==> src/rtl/ed25519_io_pkg.sv <==
// ============================================================================
// Module   : ed25519_io_pkg
// Brief    : Shared defaults, FSM state encoding and counter sizing helper
//            for the ed25519 stream framing front-end.
// Revision : 1.0 - initial release
// ============================================================================
`default_nettype none

package ed25519_io_pkg;

    localparam int DATA_W_DEF = 64;
    localparam int PATN_W_DEF = 256;

    typedef enum logic [1:0] {
        S_LOAD   = 2'd0,
        S_ISSUE  = 2'd1,
        S_WAIT   = 2'd2,
        S_UNLOAD = 2'd3
    } state_t;

    // Width of a counter spanning 0..n-1, never narrower than one bit.
    function automatic int cnt_width(input int n);
        return (n <= 2) ? 1 : $clog2(n);
    endfunction

endpackage

`default_nettype wire

==> src/rtl/io_word_serializer.sv <==
// ============================================================================
// Module   : io_word_serializer
// Brief    : Holds the core result and streams it MSB-first as DATA_W words
//            on a valid/ready interface.
// Revision : 1.0 - initial release
// ============================================================================
`default_nettype none

module io_word_serializer
    import ed25519_io_pkg::*;
#(
    parameter int DATA_W = DATA_W_DEF,
    parameter int RES_W  = 2 * PATN_W_DEF
) (
    input  logic              i_clk,
    input  logic              i_rst_n,
    input  logic              i_load,
    input  logic [RES_W-1:0]  i_result,
    output logic              o_out_valid,
    input  logic              i_out_ready,
    output logic [DATA_W-1:0] o_out_data,
    output logic              o_last
);

    localparam int OW  = RES_W / DATA_W;
    localparam int OCW = cnt_width(OW);
    localparam logic [OCW-1:0] c_ow_last = OCW'(OW - 1);

    logic [RES_W-1:0] r_result;
    logic [OCW-1:0]   r_out_cnt;
    logic             r_valid;
    logic             w_hs;

    assign w_hs        = r_valid && i_out_ready;
    assign o_last      = w_hs && (r_out_cnt == c_ow_last);
    assign o_out_valid = r_valid;
    // The current word is always parked at the top; each handshake shifts up.
    assign o_out_data  = r_result[RES_W-1 -: DATA_W];

    always_ff @(posedge i_clk or negedge i_rst_n) begin
        if (!i_rst_n) begin
            r_result  <= '0;
            r_out_cnt <= '0;
            r_valid   <= 1'b0;
        end else if (i_load) begin
            r_result  <= i_result;
            r_out_cnt <= '0;
            r_valid   <= 1'b1;
        end else if (w_hs) begin
            r_result <= r_result << DATA_W;
            if (r_out_cnt == c_ow_last) begin
                r_out_cnt <= '0;
                r_valid   <= 1'b0;
            end else begin
                r_out_cnt <= r_out_cnt + 1'b1;
            end
        end
    end

endmodule

`default_nettype wire

==> src/rtl/ed25519_io_frame.sv <==
// ============================================================================
// Module   : ed25519_io_frame
// Brief    : Stream framing front-end: deserialises operand frames, runs the
//            core start/done handshake and serialises results back out.
// Revision : 1.0 - initial release
// ============================================================================
`default_nettype none

module ed25519_io_frame
    import ed25519_io_pkg::*;
#(
    parameter int DATA_W   = DATA_W_DEF,
    parameter int PATN_W   = PATN_W_DEF,
    parameter int N_IN     = 3,
    parameter int N_OUT    = 2,
    parameter int PREFETCH = 1,
    parameter int CNT_W    = 16
) (
    input  logic                    i_clk,
    input  logic                    i_rst_n,
    input  logic                    i_in_valid,
    output logic                    o_in_ready,
    input  logic [DATA_W-1:0]       i_in_data,
    output logic                    o_out_valid,
    input  logic                    i_out_ready,
    output logic [DATA_W-1:0]       o_out_data,
    output logic                    o_core_start,
    output logic [N_IN*PATN_W-1:0]  o_core_operand,
    input  logic                    i_core_done,
    input  logic [N_OUT*PATN_W-1:0] i_core_result,
    output logic [CNT_W-1:0]        o_frame_cnt,
    output logic                    o_err
);

    localparam int OP_W  = N_IN * PATN_W;
    localparam int RES_W = N_OUT * PATN_W;
    localparam int IW    = OP_W / DATA_W;
    localparam int ICW   = cnt_width(IW);
    localparam logic [ICW-1:0] c_iw_last = ICW'(IW - 1);

    state_t          r_state;
    logic [OP_W-1:0] r_shift;
    logic [ICW-1:0]  r_in_cnt;
    logic            r_full;
    logic            r_start;
    logic [OP_W-1:0] r_operand;
    logic [CNT_W-1:0] r_frame_cnt;
    logic            r_err;

    logic            w_allow;
    logic            w_in_ready;
    logic            w_in_hs;
    logic            w_in_last;
    logic [OP_W-1:0] w_shift_next;
    logic            w_load;
    logic            w_out_last;

    generate
        if (PREFETCH != 0) begin : g_prefetch
            assign w_allow = 1'b1;
        end else begin : g_single
            assign w_allow = (r_state == S_LOAD);
        end
    endgenerate

    assign w_in_ready   = !r_full && w_allow;
    // Held low while reset is asserted so every output reads zero in reset.
    assign o_in_ready   = w_in_ready && i_rst_n;
    assign w_in_hs      = i_in_valid && w_in_ready;
    assign w_in_last    = w_in_hs && (r_in_cnt == c_iw_last);
    assign w_shift_next = w_in_hs ? ((r_shift << DATA_W) | OP_W'(i_in_data)) : r_shift;
    assign w_load       = i_core_done && (r_state == S_WAIT);

    assign o_core_start   = r_start;
    assign o_core_operand = r_operand;
    assign o_frame_cnt    = r_frame_cnt;
    assign o_err          = r_err;

    always_ff @(posedge i_clk or negedge i_rst_n) begin
        if (!i_rst_n) begin
            r_state     <= S_LOAD;
            r_shift     <= '0;
            r_in_cnt    <= '0;
            r_full      <= 1'b0;
            r_start     <= 1'b0;
            r_operand   <= '0;
            r_frame_cnt <= '0;
            r_err       <= 1'b0;
        end else begin
            r_start <= 1'b0;
            if (w_in_hs) begin
                r_shift <= w_shift_next;
                if (w_in_last) begin
                    r_in_cnt <= '0;
                    r_full   <= 1'b1;
                end else begin
                    r_in_cnt <= r_in_cnt + 1'b1;
                end
            end
            if (i_core_done && (r_state != S_WAIT))
                r_err <= 1'b1;
            case (r_state)
                S_LOAD: begin
                    if (r_full) begin
                        r_operand <= r_shift;
                        r_full    <= 1'b0;
                        r_start   <= 1'b1;
                        r_state   <= S_ISSUE;
                    end
                end
                S_ISSUE: r_state <= S_WAIT;
                S_WAIT: begin
                    if (i_core_done)
                        r_state <= S_UNLOAD;
                end
                S_UNLOAD: begin
                    if (w_out_last) begin
                        r_frame_cnt <= r_frame_cnt + 1'b1;
                        // A frame completing on this very edge is issued directly.
                        if (r_full || w_in_last) begin
                            r_operand <= w_shift_next;
                            r_full    <= 1'b0;
                            r_start   <= 1'b1;
                            r_state   <= S_ISSUE;
                        end else begin
                            r_state <= S_LOAD;
                        end
                    end
                end
                default: r_state <= S_LOAD;
            endcase
        end
    end

    io_word_serializer #(
        .DATA_W (DATA_W),
        .RES_W  (RES_W)
    ) u_ser (
        .i_clk       (i_clk),
        .i_rst_n     (i_rst_n),
        .i_load      (w_load),
        .i_result    (i_core_result),
        .o_out_valid (o_out_valid),
        .i_out_ready (i_out_ready),
        .o_out_data  (o_out_data),
        .o_last      (w_out_last)
    );

endmodule

`default_nettype wire

==> config.mk <==
export PLATFORM = sky130hd
export DESIGN_NAME = ed25519_io_frame
export DESIGN_NICKNAME = d
export VERILOG_FILES = /design/src/rtl/ed25519_io_pkg.sv /design/src/rtl/io_word_serializer.sv /design/src/rtl/ed25519_io_frame.sv
export SDC_FILE = /design/constraint.sdc
export NUM_CORES = 2
export LEC_CHECK = 0
export BUFFER_PORTS_ARGS = -buffer_cell sky130_fd_sc_hd__buf_2
export CORE_AREA = 2 2 551 553
export CTS_BUF_LIST = sky130_fd_sc_hd__clkbuf_8
export DETAILED_ROUTE_END_ITERATION = 16
export DIE_AREA = 0 0 553 555
export GPL_ROUTABILITY_DRIVEN = 0
export PLACE_DENSITY_LB_ADDON = 0.05
export SYNTH_ARGS = -nofsm -noshare
export SYNTH_HDL_FRONTEND = slang
export SYNTH_SLANG_ARGS = --single-unit
==> constraint.sdc <==
create_clock -name i_clk -period 4.6 [get_ports i_clk]
set_input_delay 0.92 -clock i_clk [delete_from_list [all_inputs] [get_ports i_clk]]
set_output_delay 0.92 -clock i_clk [all_outputs]
set_load 0.005 [all_outputs]
### Word level (Yosys, flattened, before mapping)

Cells that the tools add are included.

* muxes and demuxes: 29
* div/mod/pow operators: 0
* bitwise operators: 1
* shift-type cells: 0
* $add $sub $neg: 3
* order comparisons: 0
* equality and inequality tests: 10
* multipliers: 0
* reductions and logical operators: 17

Operator list (count)
* $mux 768: 4
* $pmux 768 s2: 1
* $mux 512: 2
* $or 768x64->768: 1
* $add 16x1->16 const B: 1
* $mux 1: 12
* $mux 3: 3
* $ne 2x2->1 const B: 4
* $pmux 2 s4: 1
* $logic_and 1x1->1: 7
* $mux 2: 3
* $reduce_bool 2->1: 3
* $add 4x1->4 const B: 1
* $eq 2x2->1 const B: 2
* $eq 4x4->1 const B: 1
* $mux 4: 1
* $pmux 1 s2: 2
* $reduce_and 2->1: 2
* $reduce_and 4->1: 1
* $add 3x1->3 const B: 1
* $eq 3x3->1 const B: 1
* $reduce_and 3->1: 1
* $eq 2x1->1 const B: 1
* $logic_not 2->1: 1
* other kinds (3): 3

* word-level logic and storage cells: 71
* memories: 0
* output and inout port bits: 852
* bits in latches: 0
* input port bits: 581
* memory bits (read-only): 0
* memory bits (writable): 0
* bits in registers: 2077

### Longest topological paths before layout

* depth in word-level cells: 8
* gate-level depth with buffers: 10
* gate-level depth less buffers: 6

### Cells and area by module

A second synthesis with hierarchy kept.

* cell total of the unflattened synthesis: 10444
* area total of the unflattened synthesis: 93015.5 µm²

By module, submodules not included
* ed25519_io_frame: cells each 7542, area an instance 63915.0 µm², times used 1, sequential area each 39062.5 µm²
* io_word_serializer: cells each 2902, area an instance 29100.4 µm², times used 1, sequential area each 12912.4 µm²

### Worst setup path before layout

OpenSTA, ideal clock, no wires.

* path type: input to register
* start point: input port i_out_ready
* end point: register r_operand[347] (netlist: o_core_operand[347])
* arrival: 2.171 ns
* setup time: 0.130 ns
* setup slack: 2.299 ns
* cell stages on the path: 9
* buffers on the path: 5
* data required time: 4.470 ns
* path through: buf_2 > nand3_2 > a21oi_4 > and2_1 > clkbuf_1 > buf_6 > buf_2 > buf_2 > a31oi_1

* longest elaborated chain between the ends: 4

RTL lines
* start, declared: RTL line ed25519_io_frame.sv:25 `input logic i_out_ready,`
* $logic_and 1x1->1: RTL line io_word_serializer.sv:34 `assign w_hs = r_valid && i_out_ready;`
* $logic_and 1x1->1: RTL line io_word_serializer.sv:35 `assign o_last = w_hs && (r_out_cnt == c_ow_last);`
* $ne 2x1->1 (no source line)
* $reduce_and 4->1 (no source line)
* end signal, assigned: RTL line ed25519_io_frame.sv:105 `r_operand <= r_shift;`
* end signal, assigned: RTL line ed25519_io_frame.sv:121 `r_operand <= w_shift_next;`
* end, declared: RTL line ed25519_io_frame.sv:46 `logic [OP_W-1:0] r_operand;`

No other way between the ends.
A chain may end at the register's enable or synchronous reset.

### Worst setup path after layout

* start point: input port i_rst_n
* end point: output port o_in_ready

* longest elaborated chain between the ends: 1

RTL lines
* start, declared: RTL line ed25519_io_frame.sv:20 `input logic i_rst_n,`
* $logic_and 1x1->1: RTL line ed25519_io_frame.sv:68 `assign o_in_ready = w_in_ready && i_rst_n;`
* end, declared: RTL line ed25519_io_frame.sv:22 `output logic o_in_ready,`

No other way between the ends.

==> summary.txt <==
Global routing
  • Antenna violations before repair: 115
  • Remaining Overflow, GRT: 0
  • Vias in the first global route: 79,650
  • First-pass GRT wire length: 602,500 um
  • GRT Util Overall: 26.64%
  • Maximum number of pins on one net before global-route repair: 187

Route
  • Pre-antenna DRT Iters: 7
  • Routed WL: 420,900 um
  • Remaining antenna violation count: 0
  • Via Count: 81,520
  • Vias per cell: 5.108
  • 1st-iter DRT viols: 7,138
  • DR WL/cell: 26.38 um
  • Drt drc: 0

Clock network
  • Post-CTS setup buffers: 0
  • Clock tree buffer depth: 4
  • CTS resizes: 0
  • CTS Buf Count: 395
  • Htree depth: 5
  • # hold bufs at CTS: 230
  • CTS sink cnt: 2,077
  • CTS clk-pin slew, worst paths: 0.05 ns
  • TritonCTS clock tree: done
  • Clk Latency, worst-skew pair: 1.09 ns
  • CTS Root Cell: clkbuf_8

Placement
  • Placed inst area: 98,520 um2
  • Cells after DPL: 14,960
  • Input/output buffers: 1,432
  • HPWL Detailed: 287,400 um

Yosys
  • Synth Area in Simple Gates: 22.27%
  • Post-synthesis cell count: 10,270
  • Post-Synth XOR/XNOR Area: 0.1493%
  • Avg Inst Size Synth: 8.571 um2
  • Adder-cell share of the synthesized area: 0.09950%
  • Mux contribution to synthesized area: 0.2957%
  • Synth Area in Compound Gates: 13.77%
  • Cell area after synthesis: 88,020 um2
  • Seq cells post-synth: 2,077
  • Yosys warns: 0
  • Seq/Total Area, Yosys: 59.05%
  • Syn Nets: 10,860
  • Unique masters post-synth: 36
  • Largest family of logic cells by synthesized area: simple AND/OR/NAND/NOR gates

Floorplan
  • Die height: 555 um
  • Die span in x: 553 um
  • Initial core utilization: 29.22%
  • Core ar.: 301,300 um2
  • # IOs: 1,433
  • Floorplan row count: 202
  • DIE AREA: 306,900 um2

STA
  • Setup repair after global routing missed its margin: no
  • Fin crit period: 3.348 ns
  • Clock skew: 0.05601 ns
  • Slew HR: -25.62%
  • Final Setup Violations: 0
  • Period utilization: 72.79%
  • Worst-margin pin slew: 1.884 ns
  • Fin. Hold Viols: 0
  • TNS Setup: 0 ns
  • Highest clock rate: 0.2987 GHz
  • Max Slew Vio Count: 107

Critical path
  • Worst EP required: 3.68 ns
  • R2R Setup Slk: 1.49 ns
  • Setup crit start kind: input port
  • Critical setup path kind: in -> out
  • Reg-to-reg critical path endpoint: o_core_operand[95]
  • Reg2Reg Depth: 8
  • Reg-to-Reg Start: u_ser.r_out_cnt[0]
  • Worst setup EP type: output port
  • Worst Path Arrival: 2.43 ns
  • Worst Path Max Fanout: 45

Min path
  • Worst Hold End: u_ser.r_result[414]
  • Min-delay worst type: in -> reg
  • Hold wc startpoint: i_core_result[414]
  • Hold depth: 3

Power and ir drop
  • Leakage power: 54.55 nW
  • PwrDens: 487.1 nW/um2
  • VDD IR max: 0.5282 mV

Layout
  • Final cell count without fillers: 15,960
  • Share of layout cells above drive strength 1: 17.89%
  • Finished Cell Area: 108,900 um2
  • Nets: 12,190
  • Area Growth Syn to Fin: 23.70%

Outcome
  • Run status: complete, but fails checks
  • Failing checks: max-slew violations

Flow run
  • MaxCap Viol Count: 0
-- metrics by stage --
stage / hold WS (ns) / power [mW] / util [%] / setup WS [ns]
2_1_floorplan: 0.4457 / 29.15 / - / 2.299
3_3_place_gp: 0.4451 / 34.64 / 32.70 / 1.475
3_5_place_dp: 0.4620 / 34.78 / 32.70 / 1.406
4_1_cts: 0.00006617 / 53.77 / 36.09 / 1.238
5_1_grt: 0.02186 / 56.02 / 36.12 / 1.150
6_report: 0.1029 / 53.03 / 36.14 / 1.252
-- cells in the mapped netlist --
cell type | instances | area (um2)
a21o_1 | 2 | 15.01
a21oi_1 | 776 | 3884
a21oi_4 | 1 | 16.27
a22o_1 | 64 | 560.5
a311oi_1 | 1 | 8.760
a31o_2 | 1 | 8.760
a31oi_1 | 1190 | 7445
a41oi_1 | 1 | 8.760
and2_1 | 3 | 18.77
and3_1 | 3 | 18.77
and4_1 | 3 | 26.28
and4b_4 | 1 | 13.76
buf_1 | 30 | 112.6
buf_2 | 186 | 930.9
buf_4 | 80 | 600.6
buf_6 | 2 | 22.52
clkbuf_1 | 576 | 2162
dfrtp_1 | 2077 | 51970
ha_1 | 7 | 87.58
inv_1 | 6 | 22.52
mux2i_1 | 26 | 260.3
nand2_1 | 4732 | 17760
nand2b_1 | 3 | 18.77
nand3_1 | 7 | 35.03
nand3_2 | 1 | 10.01
nand4_1 | 5 | 31.28
nor2_1 | 430 | 1614
nor2b_1 | 4 | 25.02
nor3_1 | 4 | 20.02
nor4_1 | 1 | 6.260
o21ai_0 | 29 | 145.1
o22a_2 | 1 | 10.01
o22ai_1 | 1 | 6.260
o2bb2a_1 | 1 | 10.01
xnor2_1 | 13 | 113.9
xor2_1 | 2 | 17.52
-- final cells by class --
type                            instances  area [um2]
Fill cell                           31680      192400
Sequential cell                      2077       51970
Multi-Input combinational cell       7313       32260
Timing Repair Buffer                 1813       11580
Clock buffer                          491        6758
Tap cell                             3978        4977
Clock inverter                        217        1151
Antenna cell                           63       157.7
Inverter                                6       22.52
-- cells in the final DEF, fill, tap and decap left out, types with 26 or more instances in the layout --
cell           Yosys  final
nor2_1           430    430
buf_2            186   1431
a31oi_1         1190   1190
a21oi_1          776    775
inv_1              6    180
clkbuf_8           0    491
o21ai_0           29     29
diode_2            0     63
dlygate4sd3_1      0    230
buf_12             0     78
mux2i_1           26     26
nand2_1         4732   4728
dfrtp_1         2077   2077
buf_4             80     74
a22o_1            64     64
-- power breakdown --
part,internal (mW),switching [mW],total (mW)
combinational,2.51,6.72,9.23
clock,9.89,8.63,18.5
sequential,20.9,4.39,25.3
total,33.3,19.7,53.0
-- logic make-up after synthesis --
kind of cell | after synthesis
AND/OR/NAND/NOR | 5197
flip-flops | 2077
AO/OA/AOI/OAI | 2068
buffers and inverters | 880
multiplexers | 26
XOR/XNOR | 15
adder cells (fa/ha/maj) | 7
-- worst max-delay path, cell delays in order --
cell	delay (ns)
dlygate4sd3_1	0.58
buf_12	0.35
nor2b_1	0.19
buf_2	0.24
-- worst max path at each step --
stage	start	end	slack, ns	depth (start not counted)
after floorplan	i_out_ready	o_core_operand[347]	2.30	9
after global placement	i_in_valid	o_core_operand[231]	1.48	7
after detailed placement	i_in_valid	o_core_operand[276]	1.41	7
after CTS	i_rst_n	o_in_ready	1.24	4
after global routing	i_rst_n	o_in_ready	1.15	4
final	i_rst_n	o_in_ready	1.25	4
-- layer usage --
metal	routed length, um	GRT usage [%]
met1	183800	35.85
met5	229	0
met4	16250	9.944
met2	189500	41.04
met3	31130	6.879
-- sequential cells by signal, summed over array words and instances (netlist names) --
register and count:
o_core_operand 768, r_shift 768, u_ser.r_result 512, o_frame_cnt 16, r_in_cnt 4, u_ser.r_out_cnt 3, r_state 2, o_core_start 1
o_err 1, r_full 1, u_ser.o_out_valid 1
Power figures use the tool's default switching activity.
